[src/rtl/fifo_uart_pkg.sv]
// ============================================================================
// fifo_uart_pkg : shared constants and FSM encoding for the FIFO-to-UART reader
// Revision      : 1.0
// ============================================================================
`default_nettype none

package fifo_uart_pkg;

    localparam int DATA_W    = 8;
    localparam int STOP_BITS = 1;

    typedef enum logic [2:0] {
        S_IDLE   = 3'd0,
        S_REQ    = 3'd1,
        S_LATCH  = 3'd2,
        S_START  = 3'd3,
        S_DATA   = 3'd4,
        S_PARITY = 3'd5,
        S_STOP   = 3'd6
    } state_t;

endpackage

`default_nettype wire

[src/rtl/uart_baud_tick.sv]
// ============================================================================
// uart_baud_tick : free-running bit-period counter, restartable with clr
// Revision       : 1.0
// ============================================================================
`default_nettype none

module uart_baud_tick #(
    parameter int BAUD_DIV = 434
) (
    input  logic clk,
    input  logic rst,
    input  logic clr,
    output logic tick,
    output logic tick_pre
);

    localparam int            CW     = $clog2(BAUD_DIV);
    localparam logic [CW-1:0] c_LAST = CW'(BAUD_DIV - 1);
    localparam logic [CW-1:0] c_PRE  = CW'(BAUD_DIV - 2);

    logic [CW-1:0] r_cnt;

    always_ff @(posedge clk or posedge rst) begin
        if (rst) begin
            r_cnt <= '0;
        end else if (clr || (r_cnt == c_LAST)) begin
            r_cnt <= '0;
        end else begin
            r_cnt <= r_cnt + 1'b1;
        end
    end

    // tick_pre lets the parent register an output that lines up with tick
    assign tick     = (r_cnt == c_LAST);
    assign tick_pre = (r_cnt == c_PRE) && !clr;

endmodule

`default_nettype wire

[src/rtl/fifo_uart_reader.sv]
// ============================================================================
// fifo_uart_reader : pops bytes from a synchronous FIFO and sends them as UART
//                    frames (8N1; even parity added when UART_TX_PARITY_EN)
// Revision         : 1.0
// ============================================================================
`default_nettype none

module fifo_uart_reader
    import fifo_uart_pkg::*;
#(
    parameter int CLK_FREQ = 50_000_000,
    parameter int BAUD     = 115200,
    parameter int BAUD_DIV = CLK_FREQ / BAUD
) (
    input  logic       clk,
    input  logic       rst,
    input  logic       empty_sig,
    input  logic [7:0] FIFO_read_data,
    output logic       read_req,
    output logic       tx,
    output logic       busy,
    output logic       tx_done
);

    localparam int             c_BW        = $clog2(DATA_W);
    localparam logic [c_BW-1:0] c_DATA_LAST = c_BW'(DATA_W - 1);
    localparam logic [c_BW-1:0] c_STOP_LAST = c_BW'(STOP_BITS - 1);

    state_t            r_state;
    state_t            w_next;
    logic [c_BW-1:0]   r_bit_idx;
    logic [c_BW-1:0]   w_bit_next;
    logic [DATA_W-1:0] r_shift;
    logic              r_read_req;
    logic              r_tx;
    logic              r_busy;
    logic              r_tx_done;
    logic              w_clr;
    logic              w_tick;
    logic              w_tick_pre;
    logic              w_tx_next;

    uart_baud_tick #(
        .BAUD_DIV (BAUD_DIV)
    ) u_baud (
        .clk      (clk),
        .rst      (rst),
        .clr      (w_clr),
        .tick     (w_tick),
        .tick_pre (w_tick_pre)
    );

    always_ff @(posedge clk or posedge rst) begin
        if (rst) begin
            r_state <= S_IDLE;
        end else begin
            r_state <= w_next;
        end
    end

    always_comb begin
        w_next     = r_state;
        w_bit_next = r_bit_idx;
        w_clr      = 1'b0;
        case (r_state)
            S_IDLE:  if (!empty_sig) w_next = S_REQ;
            S_REQ:   w_next = S_LATCH;
            S_LATCH: begin
                w_next = S_START;
                w_clr  = 1'b1;
            end
            S_START: if (w_tick) begin
                w_next     = S_DATA;
                w_bit_next = '0;
            end
            S_DATA: if (w_tick) begin
                if (r_bit_idx == c_DATA_LAST) begin
`ifdef UART_TX_PARITY_EN
                    w_next = S_PARITY;
`else
                    w_next = S_STOP;
`endif
                    w_bit_next = '0;
                end else begin
                    w_bit_next = r_bit_idx + 1'b1;
                end
            end
`ifdef UART_TX_PARITY_EN
            S_PARITY: if (w_tick) begin
                w_next     = S_STOP;
                w_bit_next = '0;
            end
`endif
            S_STOP: if (w_tick) begin
                if (r_bit_idx == c_STOP_LAST) begin
                    w_next = S_IDLE;
                end else begin
                    w_bit_next = r_bit_idx + 1'b1;
                end
            end
            default: w_next = S_IDLE;
        endcase

        // Outputs are registered from the next state so they line up with it
        case (w_next)
            S_START: w_tx_next = 1'b0;
            S_DATA:  w_tx_next = r_shift[w_bit_next];
`ifdef UART_TX_PARITY_EN
            S_PARITY: w_tx_next = ^r_shift;
`endif
            default: w_tx_next = 1'b1;
        endcase
    end

    always_ff @(posedge clk or posedge rst) begin
        if (rst) begin
            r_bit_idx  <= '0;
            r_shift    <= '0;
            r_read_req <= 1'b0;
            r_tx       <= 1'b1;
            r_busy     <= 1'b0;
            r_tx_done  <= 1'b0;
        end else begin
            r_bit_idx <= w_bit_next;
            if (r_state == S_LATCH) begin
                r_shift <= FIFO_read_data;
            end
            r_read_req <= (w_next == S_REQ);
            r_tx       <= w_tx_next;
            r_busy     <= (w_next != S_IDLE);
            r_tx_done  <= (w_next == S_STOP) && w_tick_pre && (w_bit_next == c_STOP_LAST);
        end
    end

    assign read_req = r_read_req;
    assign tx       = r_tx;
    assign busy     = r_busy;
    assign tx_done  = r_tx_done;

endmodule

`default_nettype wire

[config.mk]
export PLATFORM = sky130hd
export DESIGN_NAME = fifo_uart_reader
export DESIGN_NICKNAME = d
export VERILOG_FILES = /design/src/rtl/fifo_uart_pkg.sv /design/src/rtl/uart_baud_tick.sv /design/src/rtl/fifo_uart_reader.sv
export SDC_FILE = /design/constraint.sdc
export NUM_CORES = 1
export LEC_CHECK = 0
export BUFFER_PORTS_ARGS = -buffer_cell sky130_fd_sc_hd__buf_2
export CORE_MARGIN = 2
export CORE_UTILIZATION = 45
export DETAILED_ROUTE_END_ITERATION = 10
export HOLD_SLACK_MARGIN = 0.15
export PLACE_DENSITY = 0.61
export RECOVER_POWER = 100
export SYNTH_ARGS = -nofsm -noshare
export SYNTH_HDL_FRONTEND = slang
export SYNTH_HIERARCHICAL = 1
export SYNTH_SLANG_ARGS = --single-unit
[constraint.sdc]
create_clock -name clk -period 2.6 [get_ports clk]
set_input_delay 0.52 -clock clk [delete_from_list [all_inputs] [get_ports clk]]
set_output_delay 0.52 -clock clk [all_outputs]
set_load 0.1 [all_outputs]
==> tab_implementation.tex, run 1 <==
\begin{tabular}{lr}
\hline
Metric & Value \\
\hline
\multicolumn{2}{l}{\textbf{Floorplan}} \\
\quad Die Area & between 3000 and 4000 µm² \\
\quad Placeable core area & $\sim$3300 µm² \\
\quad Die Width & around 63 µm \\
\quad Die Y-Extent & roughly 63 µm \\
\quad Effective utilization at floorplan & a little under half \\
\quad Top Ports & 15 \\
\quad Total number of placement rows & 21 \\
\multicolumn{2}{l}{\textbf{Timing}} \\
\quad RSZ-0062 raised after global routing & no \\
\quad Slew at the pin closest to its max-slew limit & between 1000 and 1500 ps \\
\quad Post-layout minimum cycle time & about 2300 ps \\
\quad Clock skew after layout & 7.51 ps \\
\quad Pins over their slew limit & 0 \\
\quad Worst Setup Slack, final & around 270 ps \\
\quad Setup violators final & 0 \\
\quad Fmax & about 0.43 GHz \\
\quad Worst slew margin relative to its limit & a little under a quarter \\
\quad Setup TNS Final & 0 ps \\
\quad Tcrit/Tclk final & between 80\% and 90\% \\
\quad Final Hold Fails & 0 \\
\multicolumn{2}{l}{\textbf{Power and ir drop}} \\
\quad Power density over cell area & about 560 nW/µm² \\
\quad Peak supply drop & 0.402 mV \\
\quad Leakage & approximately 0.74 nW \\
\multicolumn{2}{l}{\textbf{Clock network}} \\
\quad TritonCTS clock tree & done \\
\quad Clock slew seen by the registers of the worst setup and hold paths & $\sim$140 ps \\
\quad Total clock buffers created by CTS & 3 \\
\quad Total clock sinks & 27 \\
\quad Largest buffer count on any clock path & 2 \\
\quad Buffers inserted during post-CTS setup optimization & 0 \\
\quad Root cell of the clock tree & sky130\_fd\_sc\_hd\_\_clkbuf\_4 \\
\quad Number of H-tree branching levels & 1 \\
\quad Insertion delay to the later sink of the worst-skew pair & roughly 310 ps \\
\multicolumn{2}{l}{\textbf{Global route}} \\
\quad Number of global-route vias before repair & 1100 \\
\quad Global routing usage summed across all routing layers & about 15\% \\
\quad Overflow left after global routing & 0 \\
\quad Maximum number of pins on one net before global-route repair & 19 \\
\quad First-pass GRT wire length & about 5.0 mm \\
\quad Antenna violations before repair & 0 \\
\multicolumn{2}{l}{\textbf{Synthesis}} \\
\quad Average footprint of a synthesized cell & roughly 10 µm² \\
\quad Gate Count Post-Synth & 150 \\
\quad Synthesized net count & $\sim$170 \\
\quad Yosys reg bits & 27 \\
\quad Total number of yosys warnings & 6 \\
\quad Count of different cell masters after synthesis & 51 \\
\quad Cell area after synthesis & approximately 1600 µm² \\
\quad Post-synth ARST share & 100\% \\
\quad Part of the Yosys area used for sequential elements & $\sim$43\% \\
\quad Number of synthesized flops with an enable pin & 0 \\
\quad Top flip-flop cell by instance count after synthesis & sky130\_fd\_sc\_hd\_\_dfrtp\_1 \\
\multicolumn{2}{l}{\textbf{Worst hold path}} \\
\quad Min-Delay Path Class & primary input to flop \\
\multicolumn{2}{l}{\textbf{Critical path}} \\
\quad Reg-to-reg setup timing slack & roughly 270 ps \\
\quad Required arrival time at the worst endpoint & roughly 2900 ps \\
\quad CP Capture Type & flop \\
\quad Kind of critical path & flop to flop \\
\quad Worst-path maximum fanout & 10 \\
\quad Arrival time at the worst endpoint & $\sim$2600 ps \\
\quad Nature of the critical path startpoint & flop \\
\multicolumn{2}{l}{\textbf{Detailed routing}} \\
\quad Number of search-and-repair iterations in the first detailed-routing pass & 4 \\
\quad Drt first-iter violations & between 60 and 70 \\
\quad Antenna Nets Post-Route & 0 \\
\quad Vias/cell & $\sim$5.4 \\
\quad Drt wl/cell & roughly 13 µm \\
\quad Residual DRC count & 0 \\
\quad Number of vias in the routed layout & 1148 \\
\quad Final routed wirelength across all metal layers & 2.81 mm \\
\multicolumn{2}{l}{\textbf{Layout}} \\
\quad Register area & about 680 µm² \\
\quad Design area & between 1500 and 2000 µm² \\
\quad Fin nets & roughly 180 \\
\quad Number of fill cells in the layout & between 300 and 400 \\
\quad Syn-to-layout area delta & 7.69\% \\
\quad Antenna Cells & 0 \\
\quad Footprint of the multi-input gates & a little under 800 µm² \\
\quad Number of standard cells in the final layout excluding fillers & roughly 210 \\
\quad Fraction of layout cells with a size suffix above 1 & a little over a fifth \\
\quad Fraction of the core area covered by cells at the end of the flow & between 50\% and 60\% \\
\multicolumn{2}{l}{\textbf{Place}} \\
\quad Post-place instance area & approximately 1700 µm² \\
\quad GPL Wtd Cong & between 0.8 and 0.9 \\
\quad Port bufs & 14 \\
\quad Cells after DPL & 207 \\
\quad Estimated wirelength of the detail-placed design & 2.14 mm \\
\quad Pre-CTS setup slack & about 200 ps \\
\multicolumn{2}{l}{\textbf{Run status}} \\
\quad Run status & completed \\
\multicolumn{2}{l}{\textbf{Job}} \\
\quad Max-capacitance violation count & 0 \\
\hline
\end{tabular}
==> synth_stat cells (2+ instances only) <==
library cell	number	share of area [%]
sky130_fd_sc_hd__a21oi_1	8	2.6
sky130_fd_sc_hd__a21oi_2	2	1.1
sky130_fd_sc_hd__a22oi_1	2	0.96
sky130_fd_sc_hd__and2b_2	2	1.1
sky130_fd_sc_hd__and3_1	4	1.6
sky130_fd_sc_hd__buf_4	3	1.4
sky130_fd_sc_hd__buf_6	2	1.4
sky130_fd_sc_hd__dfrtp_1	26	42
sky130_fd_sc_hd__ha_1	6	4.8
sky130_fd_sc_hd__inv_1	10	2.4
sky130_fd_sc_hd__mux2_2	7	5.0
sky130_fd_sc_hd__mux2i_1	3	1.9
sky130_fd_sc_hd__nand2_1	7	1.7
sky130_fd_sc_hd__nand2b_1	3	1.2
sky130_fd_sc_hd__nand3_1	5	1.6
sky130_fd_sc_hd__nand3b_1	3	1.4
sky130_fd_sc_hd__nor2_1	11	2.6
sky130_fd_sc_hd__nor2b_1	2	0.80
sky130_fd_sc_hd__o211ai_1	2	0.96
sky130_fd_sc_hd__o21ai_0	6	1.9
sky130_fd_sc_hd__or3_1	5	2.0
sky130_fd_sc_hd__xnor2_1	2	1.1
==> flip-flops by register name, indices dropped and copies added, names as in the netlist <==
name          cells
busy              1
r_bit_idx         3
r_shift           8
r_state           3
read_req          1
tx                1
tx_done           1
u_baud/r_cnt      9
==> layer usage <==
metal | vias up | GRT usage, % | wire [µm]
met4 | 0 | 3.33 | 14
met3 | 2 | 2.16 | 56
met5 | - | 0 | 0
met2 | 14 | 25.0 | 1370
met1 | 565 | 22.0 | 1370
li1 | 567 | - | -
==> placed cells by master (no fill, tap or decap), drive strengths merged, types with 2 or more instances in the layout <==
cell type	netlist	final
o211ai	2	2
or3	5	5
and2b	3	3
nor2b	2	2
o21ai	6	6
nand3	6	6
clkbuf	0	12
ha	6	6
nand3b	3	3
nand4	2	2
nor2	11	11
buf	6	9
dfrtp	26	26
nand2b	4	4
a22oi	3	3
xnor2	2	2
a31o	2	2
nand2	7	7
mux2i	3	3
a21oi	10	10
inv	10	10
mux2	7	7
and3	5	5
==> final timing paths <==
check	start	endpoint	cells past startpoint
min in group asynchronous	rst	u_baud/r_cnt[1]	3
min reg2reg	r_shift[7]	r_shift[7]	1
max in group asynchronous	rst	busy	3
max	u_baud/r_cnt[2]	tx	9
min	empty_sig	read_req	2
max reg2reg	u_baud/r_cnt[2]	tx	9
==> report_power, final <==
group	internal (mW)	total [mW]	switching (mW)
Clock	0.0599	0.175	0.115
Sequential	0.490	0.570	0.0807
Combinational	0.0924	0.194	0.101
==> layout make-up <==
| cell class | count | share of cell area [%] |
|---|---|---|
| well taps | 46 | 3.42 |
| clock buffers | 4 | 1.56 |
| repair buffers | 18 | 5.28 |
| multi-input cells | 106 | 46.9 |
| inverters | 11 | 2.53 |
| flip-flops and latches | 27 | 40.3 |
==> stage by stage <==
step / hold WS, ps / total power [mW]
after global routing: 332 / 1.01
after detailed placement: 494 / 0.770
after CTS: 343 / 0.946
final: 357 / 0.938
after floorplan: 348 / 0.717
after global placement: 492 / 0.759
==> logic make-up after synthesis <==
kind of cell             count (synthesis)  share of synthesized area [%]
AND/OR/NAND/NOR                         56                           22.4
AO/OA/AOI/OAI                           31                           14.8
flip-flops                              27                           43.3
buffers and inverters                   17                           5.93
multiplexers                            10                           6.97
adder cells (fa/ha/maj)                  6                           4.81
XOR/XNOR                                 3                           1.68
==> timing repair <==
item / CTS / global route
endpoints found under the hold margin: 9 / 0
setup endpoints to repair: 0 / 1
hold buffers: 1 / 0
resized for setup: 0 / 1
==> worst max-delay path, stage by stage, from the launching register on <==
cell and delay (ps):
sky130_fd_sc_hd__dfrtp_1 480, sky130_fd_sc_hd__nor4b_2 330, sky130_fd_sc_hd__and3_2 350, sky130_fd_sc_hd__clkbuf_1 210, sky130_fd_sc_hd__nand3b_1 90, sky130_fd_sc_hd__a21boi_0 270, sky130_fd_sc_hd__a311oi_2 110, sky130_fd_sc_hd__o21a_1 140
sky130_fd_sc_hd__a22oi_1 140, sky130_fd_sc_hd__a31o_1 160
(Power assumes the default switching activity.)
==> run 2, diff against run 1 <==
--- a/config.mk
+++ b/config.mk
@@ -6,7 +6,6 @@
 export NUM_CORES = 1
 export LEC_CHECK = 0
 export BUFFER_PORTS_ARGS = -buffer_cell sky130_fd_sc_hd__buf_2
-export CORE_MARGIN = 2
 export CORE_UTILIZATION = 45
 export DETAILED_ROUTE_END_ITERATION = 10
 export HOLD_SLACK_MARGIN = 0.15
==> tab_implementation.tex, run 2 (synthesized netlist as in run 1, its figures left out) <==
\begin{tabular}{lr}
\hline
Metric & Value \\
\hline
\multicolumn{2}{l}{\textbf{Run status}} \\
\quad Run status & completed \\
\multicolumn{2}{l}{\textbf{Detailed routing}} \\
\quad Drt first-iter violations & 52 \\
\quad Antenna Nets Post-Route & 0 \\
\quad Drt wl/cell & 13.4 µm \\
\quad Number of vias in the routed layout & around 1200 \\
\quad Final routed wirelength across all metal layers & between 2 and 3 mm \\
\quad Residual DRC count & 0 \\
\quad Number of search-and-repair iterations in the first detailed-routing pass & 4 \\
\quad Vias/cell & 5.52 \\
\multicolumn{2}{l}{\textbf{Floorplan}} \\
\quad Die Area & around 3700 µm² \\
\quad Top Ports & 15 \\
\quad Placeable core area & 3340 µm² \\
\quad Total number of placement rows & 21 \\
\quad Die Y-Extent & a little over 60 µm \\
\quad Effective utilization at floorplan & $\sim$47\% \\
\quad Die Width & a little over 60 µm \\
\multicolumn{2}{l}{\textbf{Timing}} \\
\quad Setup violators final & 0 \\
\quad Fmax & 0.432 GHz \\
\quad Setup TNS Final & 0 ps \\
\quad Pins over their slew limit & 0 \\
\quad Final Hold Fails & 0 \\
\quad Worst Setup Slack, final & 286 ps \\
\quad RSZ-0062 raised after global routing & no \\
\quad Clock skew after layout & 1.04 ps \\
\quad Worst slew margin relative to its limit & 21.9\% \\
\quad Tcrit/Tclk final & between 80\% and 90\% \\
\quad Final hold slack & 349 ps \\
\quad Post-layout minimum cycle time & roughly 2300 ps \\
\quad Slew at the pin closest to its max-slew limit & around 1200 ps \\
\multicolumn{2}{l}{\textbf{Layout}} \\
\quad Number of fill cells in the layout & approximately 330 \\
\quad Regs by FF count & u\_baud/r\_cnt x9, r\_shift x8 \\
\quad Design area & about 1700 µm² \\
\quad Register with the highest flop count & u\_baud/r\_cnt \\
\quad Leading cell type in the layout, fill and taps excluded & sky130\_fd\_sc\_hd\_\_dfrtp\_1 \\
\quad Syn-to-layout area delta & 7.05\% \\
\quad Antenna Cells & 0 \\
\quad Fraction of layout cells with a size suffix above 1 & between 20 and 25\% \\
\quad Fin nets & between 150 and 200 \\
\quad Commonest cells after routing, fill and taps aside & sky130\_fd\_sc\_hd\_\_dfrtp\_1 (26), sky130\_fd\_sc\_hd\_\_nor2\_1 (11), sky130\_fd\_sc\_hd\_\_inv\_1 (10), sky130\_fd\_sc\_hd\_\_a21oi\_1 (9), sky130\_fd\_sc\_hd\_\_buf\_2 (9) \\
\quad Max FFs per register & 9 \\
\quad Footprint of the multi-input gates & about 780 µm² \\
\quad Fraction of the core area covered by cells at the end of the flow & about 50\% \\
\quad Register area & roughly 680 µm² \\
\multicolumn{2}{l}{\textbf{Power and ir drop}} \\
\quad Power density over cell area & about 560 nW/µm² \\
\quad Leakage & about 0.74 nW \\
\quad Peak supply drop & $\sim$0.42 mV \\
\multicolumn{2}{l}{\textbf{Place}} \\
\quad GPL Wtd Cong & around 0.83 \\
\quad Port bufs & 14 \\
\quad Estimated wirelength of the detail-placed design & roughly 2.2 mm \\
\quad Pre-CTS setup slack & roughly 230 ps \\
\quad Post-place instance area & about 1700 µm² \\
\multicolumn{2}{l}{\textbf{Global route}} \\
\quad Number of global-route vias before repair & $\sim$1000 \\
\quad Global routing usage summed across all routing layers & 17.5\% \\
\quad Maximum number of pins on one net before global-route repair & 19 \\
\quad First-pass GRT wire length & roughly 4.7 mm \\
\quad Antenna violations before repair & 0 \\
\quad Overflow left after global routing & 0 \\
\multicolumn{2}{l}{\textbf{Critical path}} \\
\quad Arrival time at the worst endpoint & between 2000 and 3000 ps \\
\quad Nature of the critical path startpoint & flop \\
\quad Required arrival time at the worst endpoint & roughly 2900 ps \\
\quad Worst-path maximum fanout & 10 \\
\quad CP Capture Type & flop \\
\quad Kind of critical path & flop to flop \\
\quad Reg2Reg Depth & 7 \\
\quad Worst R2R Start & u\_baud/r\_cnt[2] \\
\quad Reg-to-reg setup timing slack & between 200 and 300 ps \\
\quad Reg2Reg Capture Point & tx \\
\multicolumn{2}{l}{\textbf{Clock network}} \\
\quad Root cell of the clock tree & sky130\_fd\_sc\_hd\_\_clkbuf\_4 \\
\quad Total clock sinks & 27 \\
\quad Number of H-tree branching levels & 1 \\
\quad TritonCTS clock tree & done \\
\quad Clock slew seen by the registers of the worst setup and hold paths & roughly 140 ps \\
\quad Total clock buffers created by CTS & 3 \\
\quad Largest buffer count on any clock path & 2 \\
\quad Insertion delay to the later sink of the worst-skew pair & 310 ps \\
\multicolumn{2}{l}{\textbf{Worst hold path}} \\
\quad Cells on Worst Hold Path & 2 \\
\quad Startpoint of the most critical hold path & empty\_sig \\
\quad Worst Hold End & read\_req \\
\quad Min-Delay Path Class & primary input to flop \\
\multicolumn{2}{l}{\textbf{Job}} \\
\quad Max-capacitance violation count & 0 \\
\hline
\end{tabular}
## run 2: cell count changes in the layout (fill, tap and decap cells not counted), sizes merged
cell    previous run  this run
clkinv             1         2
clkbuf            12        11
## run 2: worst max-delay path, cell delays in order, from the launching register on
cell                       delay (ps)
sky130_fd_sc_hd__dfrtp_1          480
sky130_fd_sc_hd__nor4b_2          330
sky130_fd_sc_hd__and3_2           340
sky130_fd_sc_hd__nand4b_1         180
sky130_fd_sc_hd__a311oi_2         460
sky130_fd_sc_hd__o21a_1           180
sky130_fd_sc_hd__a22oi_1           60
sky130_fd_sc_hd__a31o_1           220
## run 2: worst max-delay path by stage
| stage | endpoint | startpoint | slack (ps) | depth (start not counted) |
|---|---|---|---|---|
| 6_report | tx | u_baud/r_cnt[2] | 290 | 7 |
| 5_1_grt | tx | u_baud/r_cnt[2] | 80 | 9 |
| 4_1_cts | tx | u_baud/r_cnt[2] | 210 | 7 |
| 3_5_place_dp | tx | u_baud/r_cnt[2] | 230 | 7 |
| 3_3_place_gp | tx | u_baud/r_cnt[2] | 300 | 7 |
| 2_1_floorplan | tx | u_baud/r_cnt[2] | 510 | 9 |
## run 2: final cells by class
type / count / area share [%]
clock buffer: 3 / 1.35
timing repair buffer: 18 / 5.31
clock inverter: 1 / 0.299
inverter: 11 / 2.54
multi-input combinational: 106 / 46.6
sequential: 27 / 40.5
tap: 46 / 3.44
## run 2: metal layers
metal	up-vias	global-route usage [%]	wire, µm
met5	-	0	0
met1	571	23.2	1300
met2	26	28.7	1450
met3	2	2.56	83
li1	571	-	-
met4	0	6.82	20
## run 2: repair_timing
item / in CTS / in global routing
setup endpoints to repair: 0 / 1
resized for setup: 0 / 1
hold buffers: 1 / 0
setup buffers: 0 / 0
hold endpoints to repair: 9 / 0
## run 2: report_power, final
part	total [mW]	internal, mW	switching, mW
sequential	0.573	0.490	0.0833
clock	0.174	0.0575	0.117
combinational	0.197	0.0927	0.105
total	0.944	0.640	0.305
## run 2: per-stage QoR
| step | power (mW) | cells |
|---|---|---|
| 4_1_cts | 0.954 | 212 |
| 2_1_floorplan | 0.717 | 150 |
| 5_1_grt | 1.00 | 212 |
| 3_3_place_gp | 0.759 | 207 |
| 6_report | 0.944 | 212 |
| 3_5_place_dp | 0.774 | 207 |
